--- src/rtl/clock_ctrl.sv ---
// -----------------------------------------------------------------------------
// clock_ctrl
//
// 24-hour time-of-day clock with a two-key setting interface.
//
// A prescaler divides clk down to a 1 s tick that advances hh:mm:ss while the
// block is in RUN. key_mode walks RUN -> SET_H -> SET_M -> SET_S -> RUN, and
// key_inc bumps the selected field (no carry into the next field). While a
// field is being set, its digit pair blinks through the blank_* outputs.
//
// Parameters
//   TICK_DIV  : clk cycles per 1 s tick (>= 2)
//   BLINK_DIV : clk cycles per blink half-period (>= 2)
//
// Ports
//   clk        in   system clock, all state changes on its rising edge
//   rst_n      in   asynchronous active-low reset
//   key_mode   in   one-cycle debounced pulse, advances the mode
//   key_inc    in   one-cycle debounced pulse, increments the selected field
//   hour       out  0..23, registered
//   minute     out  0..59, registered
//   second     out  0..59, registered
//   mode       out  0=RUN 1=SET_H 2=SET_M 3=SET_S, registered
//   blank_h/m/s out 1 = digit pair forced dark, registered
// -----------------------------------------------------------------------------
module clock_ctrl #(
    parameter int TICK_DIV  = 50000000,
    parameter int BLINK_DIV = 25000000
) (
    input  logic       clk,
    input  logic       rst_n,
    input  logic       key_mode,
    input  logic       key_inc,
    output logic [5:0] hour,
    output logic [5:0] minute,
    output logic [5:0] second,
    output logic [1:0] mode,
    output logic       blank_h,
    output logic       blank_m,
    output logic       blank_s
);

    typedef enum logic [1:0] {
        MODE_RUN   = 2'd0,
        MODE_SET_H = 2'd1,
        MODE_SET_M = 2'd2,
        MODE_SET_S = 2'd3
    } mode_e;

    localparam int PW = (TICK_DIV  > 2) ? $clog2(TICK_DIV)  : 1;
    localparam int BW = (BLINK_DIV > 2) ? $clog2(BLINK_DIV) : 1;

    localparam logic [PW-1:0] PRESC_MAX  = PW'(TICK_DIV - 1);
    localparam logic [PW-1:0] PRESC_ZERO = PW'(0);
    localparam logic [PW-1:0] PRESC_ONE  = PW'(1);
    localparam logic [BW-1:0] BLINK_MAX  = BW'(BLINK_DIV - 1);
    localparam logic [BW-1:0] BLINK_ZERO = BW'(0);
    localparam logic [BW-1:0] BLINK_ONE  = BW'(1);

    localparam logic [5:0] HOUR_MAX = 6'd23;
    localparam logic [5:0] MS_MAX   = 6'd59;

    // Increment with wrap to zero. Anything at or above the limit also
    // returns zero, so a field can never leave its legal range.
    function automatic logic [5:0] inc_wrap(input logic [5:0] val,
                                            input logic [5:0] max_val);
        if (val >= max_val) begin
            return 6'd0;
        end else begin
            return val + 6'd1;
        end
    endfunction

    // True when a field is at its last legal value and the next step carries.
    function automatic logic at_limit(input logic [5:0] val,
                                      input logic [5:0] max_val);
        return (val >= max_val);
    endfunction

    // Mode successor on key_mode.
    function automatic mode_e next_mode(input mode_e cur);
        case (cur)
            MODE_RUN:   return MODE_SET_H;
            MODE_SET_H: return MODE_SET_M;
            MODE_SET_M: return MODE_SET_S;
            MODE_SET_S: return MODE_RUN;
            default:    return MODE_RUN;
        endcase
    endfunction

    mode_e          mode_q,      mode_d;
    logic [5:0]     hour_q,      hour_d;
    logic [5:0]     minute_q,    minute_d;
    logic [5:0]     second_q,    second_d;
    logic [PW-1:0]  presc_q,     presc_d;
    logic [BW-1:0]  blink_cnt_q, blink_cnt_d;
    logic           phase_q,     phase_d;
    logic           blank_h_q,   blank_h_d;
    logic           blank_m_q,   blank_m_d;
    logic           blank_s_q,   blank_s_d;

    logic           tick_s;
    logic           inc_accept_s;
    logic           blink_clear_s;

    // Tick and key qualification.
    always_comb begin
        tick_s        = 1'b0;
        inc_accept_s  = 1'b0;
        if (mode_q == MODE_RUN) begin
            tick_s = (presc_q == PRESC_MAX);
        end else begin
            tick_s = 1'b0;
        end
        // key_mode wins over a simultaneous key_inc; RUN ignores key_inc.
        if ((mode_q != MODE_RUN) && key_inc && !key_mode) begin
            inc_accept_s = 1'b1;
        end else begin
            inc_accept_s = 1'b0;
        end
    end

    // Next mode.
    always_comb begin
        mode_d = mode_q;
        if (key_mode) begin
            mode_d = next_mode(mode_q);
        end else begin
            mode_d = mode_q;
        end
    end

    // Next time value: carry chain on tick, single-field bump on key_inc.
    always_comb begin
        hour_d   = hour_q;
        minute_d = minute_q;
        second_d = second_q;
        if (tick_s) begin
            second_d = inc_wrap(second_q, MS_MAX);
            if (at_limit(second_q, MS_MAX)) begin
                minute_d = inc_wrap(minute_q, MS_MAX);
                if (at_limit(minute_q, MS_MAX)) begin
                    hour_d = inc_wrap(hour_q, HOUR_MAX);
                end else begin
                    hour_d = hour_q;
                end
            end else begin
                minute_d = minute_q;
            end
        end else if (inc_accept_s) begin
            case (mode_q)
                MODE_SET_H: hour_d   = inc_wrap(hour_q, HOUR_MAX);
                MODE_SET_M: minute_d = inc_wrap(minute_q, MS_MAX);
                MODE_SET_S: second_d = inc_wrap(second_q, MS_MAX);
                default: begin
                    hour_d   = hour_q;
                    minute_d = minute_q;
                    second_d = second_q;
                end
            endcase
        end else begin
            hour_d   = hour_q;
            minute_d = minute_q;
            second_d = second_q;
        end
    end

    // Prescaler. It only counts while RUN is both the current and the next
    // mode, so it already reads 0 on the edge that returns to RUN and the
    // first tick after that edge lands a full TICK_DIV cycles later.
    always_comb begin
        presc_d = PRESC_ZERO;
        if ((mode_q == MODE_RUN) && (mode_d == MODE_RUN)) begin
            if (presc_q == PRESC_MAX) begin
                presc_d = PRESC_ZERO;
            end else begin
                presc_d = presc_q + PRESC_ONE;
            end
        end else begin
            presc_d = PRESC_ZERO;
        end
    end

    // Blink timer: restarts visible on any mode change or accepted increment,
    // idles at zero in RUN.
    always_comb begin
        blink_cnt_d   = blink_cnt_q;
        phase_d       = phase_q;
        blink_clear_s = (mode_d == MODE_RUN) || (mode_d != mode_q) || inc_accept_s;
        if (blink_clear_s) begin
            blink_cnt_d = BLINK_ZERO;
            phase_d     = 1'b0;
        end else if (blink_cnt_q == BLINK_MAX) begin
            blink_cnt_d = BLINK_ZERO;
            phase_d     = ~phase_q;
        end else begin
            blink_cnt_d = blink_cnt_q + BLINK_ONE;
            phase_d     = phase_q;
        end
    end

    // Blank outputs follow the next-state mode and phase so they switch on
    // the same edge as the state they describe.
    always_comb begin
        blank_h_d = 1'b0;
        blank_m_d = 1'b0;
        blank_s_d = 1'b0;
        case (mode_d)
            MODE_SET_H: blank_h_d = phase_d;
            MODE_SET_M: blank_m_d = phase_d;
            MODE_SET_S: blank_s_d = phase_d;
            default: begin
                blank_h_d = 1'b0;
                blank_m_d = 1'b0;
                blank_s_d = 1'b0;
            end
        endcase
    end

    // State register for the whole block; reset clears everything at once.
    always_ff @(posedge clk or negedge rst_n) begin
        if (!rst_n) begin
            mode_q      <= MODE_RUN;
            hour_q      <= 6'd0;
            minute_q    <= 6'd0;
            second_q    <= 6'd0;
            presc_q     <= PRESC_ZERO;
            blink_cnt_q <= BLINK_ZERO;
            phase_q     <= 1'b0;
            blank_h_q   <= 1'b0;
            blank_m_q   <= 1'b0;
            blank_s_q   <= 1'b0;
        end else begin
            mode_q      <= mode_d;
            hour_q      <= hour_d;
            minute_q    <= minute_d;
            second_q    <= second_d;
            presc_q     <= presc_d;
            blink_cnt_q <= blink_cnt_d;
            phase_q     <= phase_d;
            blank_h_q   <= blank_h_d;
            blank_m_q   <= blank_m_d;
            blank_s_q   <= blank_s_d;
        end
    end

    assign hour    = hour_q;
    assign minute  = minute_q;
    assign second  = second_q;
    assign mode    = mode_q;
    assign blank_h = blank_h_q;
    assign blank_m = blank_m_q;
    assign blank_s = blank_s_q;

endmodule

--- config.mk ---
export PLATFORM = sky130hd
export DESIGN_NAME = clock_ctrl
export DESIGN_NICKNAME = d
export VERILOG_FILES = /design/src/rtl/clock_ctrl.sv
export SDC_FILE = /design/constraint.sdc
export NUM_CORES = 1
export LEC_CHECK = 0
export BUFFER_PORTS_ARGS = -buffer_cell sky130_fd_sc_hd__buf_2
export CORE_MARGIN = 2
export CORE_UTILIZATION = 60
export CTS_CLUSTER_DIAMETER = 150
export DETAILED_ROUTE_END_ITERATION = 12
export GPL_TIMING_DRIVEN = 0
export PLACE_DENSITY = 0.84
export REMOVE_ABC_BUFFERS = 1
export SYNTH_ARGS = -nofsm -noshare
export SYNTH_HDL_FRONTEND = slang
export SYNTH_SLANG_ARGS = --single-unit
--- constraint.sdc ---
create_clock -name clk -period 3.4 [get_ports clk]
set_clock_uncertainty 0.2 [all_clocks]
set_input_delay 0.68 -clock clk [delete_from_list [all_inputs] [get_ports clk]]
set_output_delay 0.68 -clock clk [all_outputs]
set_load 0.005 [all_outputs]
==> results.cfg, run 1 <==
[critical_path]
worst_setup_path_end_kind = flip-flop
critPathRequiredTime_ps = 3440
rrSetupSlack_ps = 630
worst_path_max_delay_cell = nor4_1
cp-start-kind = flip-flop
crit_arrival_ps = 2810
path_class = flip-flop to flip-flop
path_cells = ha_1 > nand3_2 > nand4bb_4 > nor4_1 > nor2_2 > o22a_1
crit-reg2reg-launch = presc_q[0]
cp.buffers_inverters = 0
cpLargestDelayFamily = simple AND/OR/NAND/NOR gates
r2r-end = minute[5]
crit_fanout = 7
worstRegToRegCells = 6
cp_slowest_stage_delay_ps = 1020

[cells_and_area]
final_cell_mix = dfrtp_1, nor2_1, xor2_1, nand3_1, buf_2
multi_input_area_um2 = 1910
mostFrequentLayoutCell = dfrtp_1
area_growth_pct = 11.5
antenna_cells = 0
final_util = 0.685
drive_above_1_share = 0.139
fillers = 452
register_area_um2 = 1880
stdcell_count = 501
final_nets = 433

[sta]
slew_viol_final = 0
period_minus_slack_ps = 2770
tightest_slew_ps = 1280
clock.fmax_mhz = 361
hold_ws_ps = 268
fin_setup_tns_ps = 0
finalSetupViolCount = 0
relSlewSlack = 0.137
hold_viol_final = 0
min_period_over_period = 0.814
rsz0062_at_grt = no

[pwr]
vdd_drop_max_v = 0.000465
power.leakage_nw = 1.92
power_w = 0.00249
p_per_area_nw_per_um2 = 577

[synthesis]
synth-edff-count = 0
avgSynthCellArea_um2 = 9.95
synth_mux_area_frac = 0.0181
syn_inst = 390
yosysUniqueCellTypes = 54
synth_ff_type = dfrtp_1
synth-simple-area-share = 0.258
synth_xor_area_frac = 0.106
synth_seq_cells = 75
async_reset_ff_frac = 1.00
synth_top_family_by_area = simple AND/OR/NAND/NOR gates
synth_compound_area_frac = 0.0719
ys_warn_count = 0
syn_area_um2 = 3880
yosysSeqAreaShare = 0.484
synthAdderAreaFrac = 0.0374

[placement]
dp_hpwl_mm = 4.92
dp_cells = 484
portBuffers = 26
place.gp.congestion = 0.831

[global_route]
grt_pass1_wl_mm = 12.5
antenna_found_initial = 0
grt_max_degree = 60
top_usage_layer = met2
met1_usage = 0.291
grt_util_all_layers = 0.216
grt_pass1_vias = 2796
use_met3 = 0.0403
globalRouteOverflowTotal = 0
gr-usage-met2 = 0.341

[worst_hold_path]
hold_start = presc_q[0]
min_path_cells = 1
hold_class = flip-flop to flip-flop
hold_end = presc_q[0]

[die]
placementRows = 29
start_util = 0.615
die_area_um2 = 7130
core_area_um2 = 6310
die_w_um = 84.4
fp.dieH_um = 84.4
io_pins = 27

[clock_network]
h-tree-depth = 3
insertion_delay_ps = 350
cts_resized = 0
cts_root_buf = clkbuf_8
clk_pin_slew_ps = 70
cts_buffer_depth = 2
numCtsBuffers = 9
cts_sinks = 75
hold_buffers = 1
cts_tree = yes
cts_setup_buffers = 0

[route]
viasPerCell = 5.75
num_vias = 2882
drc_errors = 0
drt_pass1_iterations = 5
wl_per_cell_um = 14.5
drtIter0Drc = 181
drt_wl_total_mm = 7.27
drtAntennaViolNets = 0

[run_status]
status = finished clean

[run]
cap_violations = 0
## where the power goes
group	internal (W)	switching (W)	total, W
sequential	0.000989	0.000138	0.00113
combinational	0.000249	0.000350	0.000599
clock	0.000433	0.000336	0.000769
## synthesized netlist by cell type (all sizes together) (4+ instances only)
| cell | instances | area [um2] |
|---|---|---|
| and2 | 6 | 40.0 |
| and3 | 15 | 97.6 |
| clkbuf | 8 | 31.3 |
| dfrtp | 75 | 1880 |
| ha | 10 | 125 |
| inv | 13 | 48.8 |
| mux2i | 7 | 70.1 |
| nand2 | 24 | 90.1 |
| nand3 | 32 | 170 |
| nand4 | 13 | 81.3 |
| nor2 | 65 | 246 |
| nor3 | 7 | 46.3 |
| nor4 | 6 | 37.5 |
| o21ai | 8 | 40.0 |
| o22ai | 4 | 25.0 |
| xnor2 | 15 | 131 |
| xor2 | 32 | 280 |
## routing by layer
layer | up-vias | share of wire
li1 | 1427 | -
met1 | 1395 | 0.48
met2 | 46 | 0.47
met3 | 14 | 0.030
met4 | 0 | 0.020
met5 | - | 0
## state kept, by name, summed over array words and instances (netlist names)
signal       cells
blink_cnt_q     25
blank_s          1
blank_h          1
hour             6
presc_q         26
minute           6
mode             2
blank_m          1
second           6
phase_q          1
## cells by family (layout without fill, tap and decap cells)
logic type	after synthesis	after routing
mux	7	7
buf+inv	23	57
xor+xnor	47	47
simple gates	189	189
fa+ha+maj	12	12
compound gates	37	37
flops	75	75
## stage by stage
step	instance area, um2	setup WS, ps
finish	4330	633
global route	4330	417
CTS	4330	644
detailed placement	4090	692
global placement	4060	684
floorplan	3830	1010
## worst max-delay path by stage
stage / start / endpoint / slack [ps] / cells after the start
2_1_floorplan: presc_q[0] / second[5] / 1010 / 6
3_3_place_gp: presc_q[0] / minute[5] / 680 / 6
3_5_place_dp: presc_q[0] / minute[5] / 690 / 6
4_1_cts: presc_q[0] / minute[5] / 640 / 6
5_1_grt: presc_q[0] / minute[5] / 420 / 6
6_report: presc_q[0] / minute[5] / 630 / 6
## area by class of cell
class                      count  share of cell area
multi-input combinational    292               0.441
sequential                    75               0.434
timing repair buffer          28              0.0393
clock buffer                  10              0.0318
tap                           77              0.0223
clock inverter                 6              0.0205
inverter                      13              0.0113
(Power assumes the default switching activity.)
==> run 2, diff against run 1 <==
- ABC_AREA: not set -> 1
- CORE_UTILIZATION: 60 -> 61
- PLACE_DENSITY: 0.84 -> 0.85
- clock period: 3.4 -> 2.75 ns (I/O delays scaled with it)
==> results.cfg, run 2 <==
[cells_and_area]
multi_input_area_um2 = 2350
area_growth_pct = 10.1
mostFrequentLayoutCell = nand2_1
top_regs = presc_q x26, blink_cnt_q x25
drive_above_1_share = 0.158
antenna_cells = 0
final_nets = 650
final_cell_mix = nand2_1, nor2_1, inv_1, dfrtp_1, nand3_1
largest_reg_flops = 26
final_util = 0.691
largest_register = presc_q
register_area_um2 = 1880
stdcell_area_um2 = 5010
fillers = 596

[sta]
hold_viol_final = 0
period_minus_slack_ps = 2390
rsz0062_at_grt = no
clock.fmax_mhz = 418
tightest_slew_ps = 466
relSlewSlack = 0.688
slew_viol_final = 0
min_period_over_period = 0.869
fin_setup_tns_ps = 0
finalSetupViolCount = 0

[pwr]
p_per_area_nw_per_um2 = 579
power_w = 0.00290
vdd_drop_max_v = 0.000500
power.leakage_nw = 2.28

[critical_path]
path_class = flip-flop to flip-flop
path_cells = inv_1 > ha_1 > nand2_1 > o21ai_2 > nand2_1 > nand2_1 > nand3_2 > clkinv_2 > nand2_2 > nor3_1
cp_common_cell = nand2_1
worst_path_max_delay_cell = dfrtp_1
critPathRequiredTime_ps = 2820
crit_arrival_ps = 2460
worst_setup_path_end_kind = flip-flop
cp-start-kind = flip-flop
crit_fanout = 15
cp_slowest_stage_delay_ps = 450

[synthesis]
yosysSeqAreaShare = 0.412
syn_area_um2 = 4550
ys_warn_count = 0
synth_seq_cells = 75
synth-edff-count = 0
avgSynthCellArea_um2 = 7.60
ys_top_cells_by_count = nand2_1, nor2_1, inv_1, dfrtp_1, nand3_1
yosys-top-cells-area = dfrtp_1, nand2_1, nor2_1
yosysUniqueCellTypes = 35
syn_inst = 599
netlist.area_leader.share = 0.412
synth.most_common_cell = nand2_1
yosysTopAreaCell = dfrtp_1
synth_ff_type = dfrtp_1
async_reset_ff_frac = 1.00

[placement]
portBuffers = 26
placed_cell_area_um2 = 4820
place.gp.congestion = 0.931
dp_hpwl_mm = 7.74

[global_route]
globalRouteOverflowTotal = 0
antenna_found_initial = 0
grt_pass1_wl_mm = 18.1
grt_pass1_vias = 4080
grt_util_all_layers = 0.274
met1_usage = 0.344
gr-usage-met2 = 0.467
use_met3 = 0.0442
top_usage_layer = met2
grt_max_degree = 56

[clock_network]
h-tree-depth = 3
cts_setup_buffers = 0
insertion_delay_ps = 360
numCtsBuffers = 9
cts_sinks = 75
cts_buffer_depth = 2
cts_root_buf = clkbuf_8
cts_tree = yes
clk_pin_slew_ps = 90

[die]
start_util = 0.628
core_area_um2 = 7250
fp.dieH_um = 90.4
die_w_um = 90.4
io_pins = 27
die_area_um2 = 8170
placementRows = 31

[run_status]
status = finished clean

[run]
cap_violations = 0

[route]
wl_per_cell_um = 14.0
num_vias = 4113
drt_pass1_iterations = 5
viasPerCell = 5.56
drtIter0Drc = 195
drtAntennaViolNets = 0
drt_wl_total_mm = 10.4
drc_errors = 0

[worst_hold_path]
hold_class = input pin to flip-flop
## run 2: kinds of logic after synthesis
logic type,count (synthesis),share of synthesized area
and+or+nand+nor,366,0.387
buffers and inverters,84,0.0715
DFF,75,0.412
AOI/OAI and AO/OA,52,0.0783
xor gates and xnor gates,12,0.0231
adders and majority gates,10,0.0275
## run 2: area by class of cell
cell class,instances,area share
Tap cell,99,0.0247
Sequential cell,75,0.374
Clock buffer,9,0.0247
Multi-Input combinational cell,440,0.469
Inverter,82,0.0617
Timing Repair Buffer,28,0.0339
Clock inverter,7,0.0117
## run 2: where the power goes
part           switching (W)  internal [W]
Sequential          0.000125       0.00120
Clock               0.000464      0.000342
Combinational       0.000506      0.000263
Total                0.00109       0.00181
## run 2: metrics by stage
step                      setup WS [ps]  hold WS (ps)  std cells
after floorplan                     766          54.4        597
after global placement              360           285        722
after detailed placement            274           263        723
after CTS                           347           298        740
after global routing               99.5           322        740
final                               359           311        740
## run 2: timing repair
item	CTS	global route
gates resized for setup	0	0
endpoints found under the hold margin	20	0
hold buffers	1	0
## run 2: critical path: cells and delay by family (launching register included)
family	cells	cell delay (ps)
buffers and inverters	2	310
DFF	1	450
and+or+nand+nor	6	930
AOI/OAI and AO/OA	1	130
adders and majority gates	1	290
## run 2: path summary, 6_finish.rpt
path | startpoint | end | slack (ps) | cells after the start
min in group asynchronous | rst_n | presc_q[15] | 440 | 2
worst max-delay path | mode[0] | blink_cnt_q[17] | 360 | 10
worst max register to register | mode[0] | blink_cnt_q[17] | 360 | 10
worst min register to register | hour[5] | hour[5] | 320 | 2
max in group asynchronous | rst_n | minute[0] | 1360 | 3
worst min-delay path | key_mode | mode[1] | 310 | 2
## run 2: per-layer routing
metal  part of all wire  up-vias  wire length (um)
li1                   -     2020                 -
met1               0.43     1937              4470
met2               0.49      122              5110
met3              0.047       34               486
met4              0.031        0               318
met5                  0        -                 0
==> run 3, diff against run 2 <==
- CORE_UTILIZATION: 61 -> 43
- PLACE_DENSITY: 0.85 -> 0.65
- SKIP_CTS_REPAIR_TIMING: not set -> 1
==> results.cfg, run 3 (synthesis results as in run 2) <==
[sta]
min_period_over_period = 0.876
relSlewSlack = 0.704
rsz0062_at_grt = no
slew_viol_final = 0
hold_viol_final = 0
period_minus_slack_ps = 2410
fin_setup_tns_ps = 0
finalSetupViolCount = 0
tightest_slew_ps = 443
clock.fmax_mhz = 415

[cells_and_area]
stdcell_count = 776
final_cell_mix = nand2_1, nor2_1, inv_1, dfrtp_1, nand3_1
final_nets = 650
antenna_cells = 0
area_growth_pct = 11.5
largest_reg_flops = 26
drive_above_1_share = 0.156
mostFrequentLayoutCell = nand2_1
top_regs = presc_q x26, blink_cnt_q x25
largest_register = presc_q

[pwr]
p_per_area_nw_per_um2 = 584
vdd_drop_max_v = 0.000323
power_w = 0.00297
power.leakage_nw = 2.29

[clock_network]
cts_root_buf = clkbuf_8
cts_tree = yes
h-tree-depth = 3
cts_sinks = 75
clk_pin_slew_ps = 80
insertion_delay_ps = 350
cts_buffer_depth = 2
numCtsBuffers = 9

[critical_path]
path_class = flip-flop to flip-flop
crit_arrival_ps = 2460
cp-start-kind = flip-flop
cpLargestDelayFamily = simple AND/OR/NAND/NOR gates
worst_path_max_delay_cell = dfrtp_1
cp.buffers_inverters = 2
worst_setup_path_end_kind = flip-flop
cp_common_cell = nand2_1
cp_slowest_stage_delay_ps = 460
crit_fanout = 15
path_cells = inv_1 > ha_1 > nand2_1 > o21ai_2 > nand2_1 > nand2_1 > nand3_2 > clkinv_2 > nand2_2 > nor3_1
critPathRequiredTime_ps = 2800

[route]
drt_wl_total_mm = 10.3
num_vias = 3956
drtIter0Drc = 298
wl_per_cell_um = 13.2
drt_pass1_iterations = 5
drc_errors = 0
viasPerCell = 5.10
drtAntennaViolNets = 0

[global_route]
grt_max_degree = 64
grt_pass1_vias = 3901
grt_pass1_wl_mm = 18.1
globalRouteOverflowTotal = 0
antenna_found_initial = 0
grt_util_all_layers = 0.196

[run_status]
status = finished clean

[run]
cap_violations = 0

[worst_hold_path]
hold_class = flip-flop to flip-flop

[placement]
portBuffers = 26
dp_cells = 760
place.gp.congestion = 0.937
dp_hpwl_mm = 7.70

[die]
fp.dieH_um = 107
start_util = 0.441
die_area_um2 = 11400
io_pins = 27
placementRows = 37
die_w_um = 107
core_area_um2 = 10300
## run 3: cell types whose count changed in the layout (fill, tap and decap cells not counted), sizes merged
cell	previous run	this run
inv	85	81
clkbuf	9	11
bufinv	0	1
## run 3: metrics by stage
stage          hold slack [ps]   util  setup WS (ps)  cell area, um2
6_report                   295  0.492            341            5080
5_1_grt                    319  0.492            101            5080
4_1_cts                   -157  0.491            304            5070
3_5_place_dp               224  0.471            278            4870
3_3_place_gp               276  0.468            296            4840
2_1_floorplan             54.4      -            766            4540
## run 3: where the power goes
part / switching, W / total [W] / internal (W)
combinational: 0.000504 / 0.000768 / 0.000265
clock: 0.000415 / 0.000878 / 0.000462
sequential: 0.000119 / 0.00132 / 0.00120
## run 3: path summary, 6_finish.rpt
| check | from | to | slack, ps | depth (start not counted) |
|---|---|---|---|---|
| worst max-delay path | mode[0] | blink_cnt_q[19] | 340 | 10 |
| worst min-delay path | blink_cnt_q[0] | blink_cnt_q[0] | 300 | 1 |
| worst max register to register | mode[0] | blink_cnt_q[19] | 340 | 10 |
| worst min register to register | blink_cnt_q[0] | blink_cnt_q[0] | 300 | 1 |
| max in group asynchronous | rst_n | blink_cnt_q[14] | 1400 | 3 |
| min in group asynchronous | rst_n | blink_cnt_q[2] | 390 | 2 |
## run 3: layout make-up
type | count | area, um2
Fill cell | 1019 | 5250
Multi-Input combinational cell | 440 | 2350
Sequential cell | 75 | 1880
Inverter | 82 | 309
Timing Repair Buffer | 28 | 170
Tap cell | 136 | 170
Clock buffer | 11 | 151
Clock inverter | 4 | 50.0
## run 3: layer usage
| layer | vias up | routed length, um | track usage |
|---|---|---|---|
| met2 | 81 | 5000 | 0.329 |
| met4 | 0 | 149 | 0.0566 |
| met5 | - | 0 | 0 |
| met3 | 13 | 419 | 0.0480 |
| li1 | 2003 | - | - |
| met1 | 1859 | 4680 | 0.250 |
## run 3: worst register-to-register path, delay by kind of cell, from the launching register on
kind / cells / cell delay [ps]
buf+inv: 2 / 320
fa+ha+maj: 1 / 300
flops: 1 / 460
compound gates: 1 / 120
simple gates: 6 / 920
